`config.mk`:
```
export PLATFORM = sky130hd
export DESIGN_NAME = wb_lsu_initiator
export DESIGN_NICKNAME = d
export VERILOG_FILES = /design/src/rtl/wb_lsu_initiator.sv
export SDC_FILE = /design/constraint.sdc
export NUM_CORES = 1
export LEC_CHECK = 0
export ABC_AREA = 0
export CORE_UTILIZATION = 37
export CTS_CLUSTER_SIZE = 28
export DETAILED_ROUTE_END_ITERATION = 8
export GPL_TIMING_DRIVEN = 0
export HOLD_SLACK_MARGIN = 0.15
export PLACE_DENSITY = 0.8
export SLEW_MARGIN = 20
export SYNTH_ARGS = -nofsm -noshare
export SYNTH_HDL_FRONTEND = slang
export SYNTH_SLANG_ARGS = --single-unit
```
`constraint.sdc`:
```
create_clock -name clk -period 1.61 [get_ports clk]
set_input_delay 0.322 -clock clk [delete_from_list [all_inputs] [get_ports clk]]
set_output_delay 0.322 -clock clk [all_outputs]
set_load 0.05 [all_outputs]
```
`src/rtl/wb_lsu_initiator.sv`:
```
// Wishbone B4 classic load/store initiator for the core's data bus.
// One request at a time: decode, single bus cycle, one-cycle response strobe.
// Optional bus timeout enabled by defining WB_TIMEOUT_EN.
//
// state | meaning
// IDLE  | ready for a request; decodes funct3 and alignment on req_valid
// BUS   | Wishbone cycle in flight; outputs held until ack/err (or timeout)
// RESP  | rsp_valid high for one cycle, then back to IDLE
module wb_lsu_initiator #(
  parameter int TIMEOUT_CYCLES = 255,
  parameter int TO_W           = 8
) (
  input  logic        clk,
  input  logic        rst,
  input  logic        req_valid,
  output logic        req_ready,
  input  logic        req_we,
  input  logic [2:0]  req_funct3,
  input  logic [31:0] req_addr,
  input  logic [31:0] req_wdata,
  output logic        rsp_valid,
  output logic [31:0] rsp_rdata,
  output logic        rsp_err,
  output logic        rsp_misalign,
  output logic [31:0] dwb_adr_o,
  output logic [31:0] dwb_dat_o,
  input  logic [31:0] dwb_dat_i,
  output logic        dwb_we_o,
  output logic [3:0]  dwb_sel_o,
  output logic        dwb_cyc_o,
  output logic        dwb_stb_o,
  input  logic        dwb_ack_i,
  input  logic        dwb_err_i
);

  typedef enum logic [1:0] {
    ST_IDLE = 2'd0,
    ST_BUS  = 2'd1,
    ST_RESP = 2'd2
  } state_t;

  state_t      state_q, state_d;
  logic [31:0] adr_q, adr_d, dat_q, dat_d;
  logic        we_q, we_d, cyc_q, cyc_d;
  logic [3:0]  sel_q, sel_d;
  logic [2:0]  f3_q, f3_d;
  logic [1:0]  off_q, off_d;
  logic        rsp_valid_q, rsp_valid_d;
  logic [31:0] rsp_rdata_q, rsp_rdata_d;
  logic        rsp_err_q, rsp_err_d, rsp_mis_q, rsp_mis_d;

  logic        req_legal, req_misal;
  logic [3:0]  req_sel;
  logic [31:0] req_dat;
  logic [7:0]  ld_byte;
  logic [15:0] ld_half;
  logic [31:0] ld_data;

`ifdef WB_TIMEOUT_EN
  logic [TO_W-1:0] to_q, to_d;
  logic            to_expired;
  assign to_expired = (to_q == TO_W'(TIMEOUT_CYCLES - 1));
`else
  localparam int unused_to_cfg = TIMEOUT_CYCLES + TO_W;
`endif

  // Request decode: legality, alignment, byte lanes and replicated store data.
  always_comb begin
    if (req_we) req_legal = (req_funct3 == 3'b000) || (req_funct3 == 3'b001) || (req_funct3 == 3'b010);
    else        req_legal = (req_funct3 != 3'b011) && (req_funct3 != 3'b110) && (req_funct3 != 3'b111);
    req_misal = 1'b0;
    req_sel   = 4'b1111;
    req_dat   = req_wdata;
    case (req_funct3[1:0])
      2'b00: begin
        req_sel = 4'b0001 << req_addr[1:0];
        req_dat = {4{req_wdata[7:0]}};
      end
      2'b01: begin
        req_misal = req_addr[0];
        req_sel   = 4'b0011 << {req_addr[1], 1'b0};
        req_dat   = {2{req_wdata[15:0]}};
      end
      default: req_misal = |req_addr[1:0];
    endcase
    if (!req_we) req_dat = 32'd0;
  end

  // Lane selection and sign/zero extension of the returned read data.
  always_comb begin
    ld_byte = dwb_dat_i[{off_q, 3'b000} +: 8];
    ld_half = off_q[1] ? dwb_dat_i[31:16] : dwb_dat_i[15:0];
    case (f3_q)
      3'b000:  ld_data = {{24{ld_byte[7]}}, ld_byte};
      3'b001:  ld_data = {{16{ld_half[15]}}, ld_half};
      3'b100:  ld_data = {24'd0, ld_byte};
      3'b101:  ld_data = {16'd0, ld_half};
      default: ld_data = dwb_dat_i;
    endcase
  end

  // Next-state and next-output logic; rsp_* default to 0 so they only live in RESP.
  always_comb begin
    state_d     = state_q;
    adr_d       = adr_q;
    dat_d       = dat_q;
    we_d        = we_q;
    sel_d       = sel_q;
    cyc_d       = cyc_q;
    f3_d        = f3_q;
    off_d       = off_q;
    rsp_valid_d = 1'b0;
    rsp_rdata_d = 32'd0;
    rsp_err_d   = 1'b0;
    rsp_mis_d   = 1'b0;
`ifdef WB_TIMEOUT_EN
    to_d        = to_q;
`endif
    case (state_q)
      ST_IDLE: begin
        if (req_valid) begin
          if (!req_legal) begin
            rsp_valid_d = 1'b1;
            rsp_err_d   = 1'b1;
            state_d     = ST_RESP;
          end else if (req_misal) begin
            rsp_valid_d = 1'b1;
            rsp_mis_d   = 1'b1;
            state_d     = ST_RESP;
          end else begin
            adr_d   = {req_addr[31:2], 2'b00};
            dat_d   = req_dat;
            we_d    = req_we;
            sel_d   = req_sel;
            cyc_d   = 1'b1;
            f3_d    = req_funct3;
            off_d   = req_addr[1:0];
            state_d = ST_BUS;
`ifdef WB_TIMEOUT_EN
            to_d    = '0;
`endif
          end
        end
      end
      ST_BUS: begin
        if (dwb_ack_i || dwb_err_i) begin
          adr_d       = 32'd0;
          dat_d       = 32'd0;
          we_d        = 1'b0;
          sel_d       = 4'd0;
          cyc_d       = 1'b0;
          rsp_valid_d = 1'b1;
          rsp_err_d   = dwb_err_i;
          rsp_rdata_d = (dwb_err_i || we_q) ? 32'd0 : ld_data;
          state_d     = ST_RESP;
`ifdef WB_TIMEOUT_EN
        end else if (to_expired) begin
          adr_d       = 32'd0;
          dat_d       = 32'd0;
          we_d        = 1'b0;
          sel_d       = 4'd0;
          cyc_d       = 1'b0;
          rsp_valid_d = 1'b1;
          rsp_err_d   = 1'b1;
          state_d     = ST_RESP;
        end else begin
          to_d = to_q + 1'b1;
`endif
        end
      end
      default: state_d = ST_IDLE;
    endcase
  end

  // State and registered outputs, synchronous reset.
  always_ff @(posedge clk) begin
    if (rst) begin
      state_q     <= ST_IDLE;
      adr_q       <= 32'd0;
      dat_q       <= 32'd0;
      we_q        <= 1'b0;
      sel_q       <= 4'd0;
      cyc_q       <= 1'b0;
      f3_q        <= 3'd0;
      off_q       <= 2'd0;
      rsp_valid_q <= 1'b0;
      rsp_rdata_q <= 32'd0;
      rsp_err_q   <= 1'b0;
      rsp_mis_q   <= 1'b0;
`ifdef WB_TIMEOUT_EN
      to_q        <= '0;
`endif
    end else begin
      state_q     <= state_d;
      adr_q       <= adr_d;
      dat_q       <= dat_d;
      we_q        <= we_d;
      sel_q       <= sel_d;
      cyc_q       <= cyc_d;
      f3_q        <= f3_d;
      off_q       <= off_d;
      rsp_valid_q <= rsp_valid_d;
      rsp_rdata_q <= rsp_rdata_d;
      rsp_err_q   <= rsp_err_d;
      rsp_mis_q   <= rsp_mis_d;
`ifdef WB_TIMEOUT_EN
      to_q        <= to_d;
`endif
    end
  end

  assign req_ready    = (state_q == ST_IDLE);
  assign rsp_valid    = rsp_valid_q;
  assign rsp_rdata    = rsp_rdata_q;
  assign rsp_err      = rsp_err_q;
  assign rsp_misalign = rsp_mis_q;
  assign dwb_adr_o    = adr_q;
  assign dwb_dat_o    = dat_q;
  assign dwb_we_o     = we_q;
  assign dwb_sel_o    = sel_q;
  assign dwb_cyc_o    = cyc_q;
  assign dwb_stb_o    = cyc_q;

endmodule
```
==> impl_metrics.json <==
{
  "drc": 0,
  "final_antenna_net_count": 0,
  "ys_seq_area_frac": 0.507,
  "maxCapViolations": 0,
  "cp_max_fo": 7,
  "skew_ns": 0.00484,
  "h-tree-depth": 3,
  "p_clk_frac": 0.349,
  "synth_edf_count": 0,
  "cpPeakStageDelay_ns": 0.63,
  "fin_tns_setup_ns": -0.433,
  "drtIter0Drc": 145,
  "coreArea_mm2": 0.0114,
  "grt_max_degree": 17,
  "clk_path_buf_depth": 2,
  "drv_slew": 0,
  "critPathSlowestCell": "nor4_2",
  "nets": 763,
  "seqPwrFrac": 0.435,
  "async_flop_share": 0,
  "cts_root_buf": "clkbuf_16",
  "die_area_mm2": 0.0122,
  "clock_latency_ns": 0.34,
  "cp_top_family": "simple AND/OR/NAND/NOR gates",
  "tightest_slew_ns": 0.929,
  "syn2layout_area_growth_pct": 63.4,
  "clock_sinks": 110,
  "io-pin-count": 212,
  "slew_headroom": 0.378,
  "hold_viol": 0,
  "path_buf_inv": 0,
  "whs_ns": 0.329,
  "postCtsHoldBufs": 0,
  "cp_data_arrival_time_ns": 1.94,
  "yosysWarnings": 0,
  "die-width_um": 110,
  "utilization": 0.622,
  "io_buffers": 207,
  "finalSetupViolations": 19,
  "intPower_uw": 4780,
  "p_sw_frac": 0.276,
  "violations": "negative setup slack",
  "rows": 39,
  "hold_class": "in -> reg",
  "path_cells": "nor2b_4 -> o21ai_4 -> nor4_2 -> o221a_2",
  "n_antenna_cell": 0,
  "clock.fmax_mhz": 605,
  "gr-total-overflow": 0,
  "drive_gt1_frac": 0.139,
  "synth_cells": 431,
  "antenna_found_initial": 0,
  "cellLeakagePower_uw": 0.00324,
  "wl_um": 14500,
  "dp_slack_ns": -0.814,
  "wire_per_inst_um": 18.1,
  "period_share": 1.03,
  "vias_per_cell": 5.37,
  "peakVddDrop_uv": 433,
  "finalPower_uw": 6600,
  "endpoint_kind": "flip-flop",
  "synth_cell_types": 45,
  "dr_total_vias": 4326,
  "grt_first_pass_wirelength_um": 21600,
  "start_kind": "flip-flop",
  "clk_pin_slew_worst_paths_ns": 0.07,
  "synth_flop_cell": "dfxtp_1",
  "worstPathRequired_ns": 1.89,
  "min_period_ns": 1.65,
  "power.switching_uw": 1820,
  "first_pass_iters": 4,
  "grt_pass1_vias": 4373,
  "die_h_um": 110,
  "synth_area_mm2": 0.00435,
  "p_comb_frac": 0.215,
  "cts_tree": "done",
  "synth-seq-cells": 110,
  "fin_ws_ns": -0.0432,
  "syn_avg_cell_area_um2": 10.1,
  "cts_inserted_buffers": 9,
  "power_density_mw_per_mm2": 930,
  "post-dp-hpwl_um": 10800,
  "grt.total_usage": 0.234,
  "routabilityCongestion": 0.897,
  "start_util": 0.381,
  "critPathKind": "reg -> reg",
  "rsz0062_at_grt": "yes",
  "status": "finished with violations"
}
[final timing paths]
check	cells past startpoint	startpoint	end	slack [ns]
worst max-delay path	4	state_q[0]$_SDFFE_PP0P_	rsp_rdata[4]$_SDFF_PP0_	-0.04
worst min-delay path	3	req_addr[0]	rsp_misalign$_SDFF_PP0_	0.33
worst max register to register	4	state_q[0]$_SDFFE_PP0P_	rsp_rdata[4]$_SDFF_PP0_	-0.04
worst min register to register	1	dwb_dat_o[15]$_SDFFE_PP0P_	dwb_dat_o[15]$_SDFFE_PP0P_	0.46
[per-stage QoR]
stage,instance area (um2),std cells
after global placement,6630,782
after detailed placement,6640,782
final,7100,805
after CTS,6950,799
after floorplan,4380,432
after global routing,7100,805
[Yosys cell counts, drive strengths merged, types with 3 or more instances]
cell type / number / area, um2
nor2b: 4 / 25.0
nor3: 4 / 20.0
a22o: 55 / 482
a32oi: 7 / 61.3
dfxtp: 110 / 2200
and3: 3 / 18.8
buf: 16 / 113
o21ai: 12 / 60.1
nand2: 46 / 173
nand2b: 3 / 18.8
o2bb2ai: 18 / 158
inv: 4 / 15.0
o221a: 7 / 78.8
mux2i: 29 / 290
nor2: 25 / 93.8
a22oi: 8 / 60.1
a21oi: 31 / 155
clkbuf: 22 / 82.6
[power by group through the flow]
stage | clock network, uW | registers [uW] | logic (uW)
final | 2310 | 2870 | 1420
after global routing | 2440 | 2890 | 1500
after CTS | 2360 | 2870 | 1340
after detailed placement | 0 | 2940 | 1350
after global placement | 0 | 2930 | 1330
after floorplan | 0 | 3230 | 447
[tightest hold or removal path: stages]
cell and delay [ns]:
buf_2 0.16, nand2_1 0.07, a21oi_1 0.07
[state kept, by name (all words and copies together) (netlist names)]
register and flops:
f3_q 3, rsp_valid 1, off_q 2, dwb_we_o 1, rsp_misalign 1, rsp_err 1, dwb_cyc_o 1, dwb_sel_o 4
dwb_dat_o 32, state_q 2, rsp_rdata 32, dwb_adr_o 30
[per-layer routing]
layer,share of wire,vias to the layer above,global-route usage,wire length (um)
met2,0.48,229,0.405,6970
met3,0.094,43,0.0594,1360
met5,0,-,0,0
met1,0.39,2009,0.256,5690
met4,0.036,0,0.143,519
li1,-,2045,-,-
[logic make-up (layout without fill, tap and decap cells)]
kind of cell	count (synthesis)	count (layout)	synth area share
muxes	30	30	0.0720
other	1	2	0.000863
DFF	110	110	0.507
AOI/OAI and AO/OA	151	151	0.271
xor gates and xnor gates	1	1	0.00202
buffers and inverters	43	273	0.0492
and+or+nand+nor	95	95	0.0979
[cell usage in the layout (no fill, tap or decap), types with 3 or more instances in the layout]
cell type and instances:
clkbuf_2 6, clkdlybuf4s15_1 4, buf_6 3, clkdlybuf4s50_1 94
a21oi_1 28, clkbuf_4 3, dlygate4sd2_1 101, dfxtp_2 3
clkbuf_1 11, mux2i_1 29, a22oi_1 8, nor3_1 4
o2bb2ai_1 18, a22o_1 55, clkbuf_16 12, dfxtp_1 105
a32oi_1 7, nor2_1 24, buf_2 4, inv_1 4
clkdlybuf4s15_2 4, o21ai_0 10, buf_8 3, buf_4 16
a21oi_2 3, nand2_1 46, o221a_2 7
[cell type report]
cell class / count / area (um2)
plain buffers: 34 / 246
flip-flops and latches: 110 / 2210
inverters: 5 / 20.0
fillers: 959 / 4320
repair buffers: 219 / 2100
multi-input cells: 279 / 2040
clock inverters: 4 / 72.6
clock buffers: 11 / 233
well taps: 143 / 179
[timing repair]
item / CTS / global route
setup buffers: 5 / 4
cloned: 0 / 3
endpoints found under the setup margin: 206 / 84
pin swaps: 5 / 24
resized for setup: 163 / 33
No activity file was read; power rests on OpenSTA's default activity.
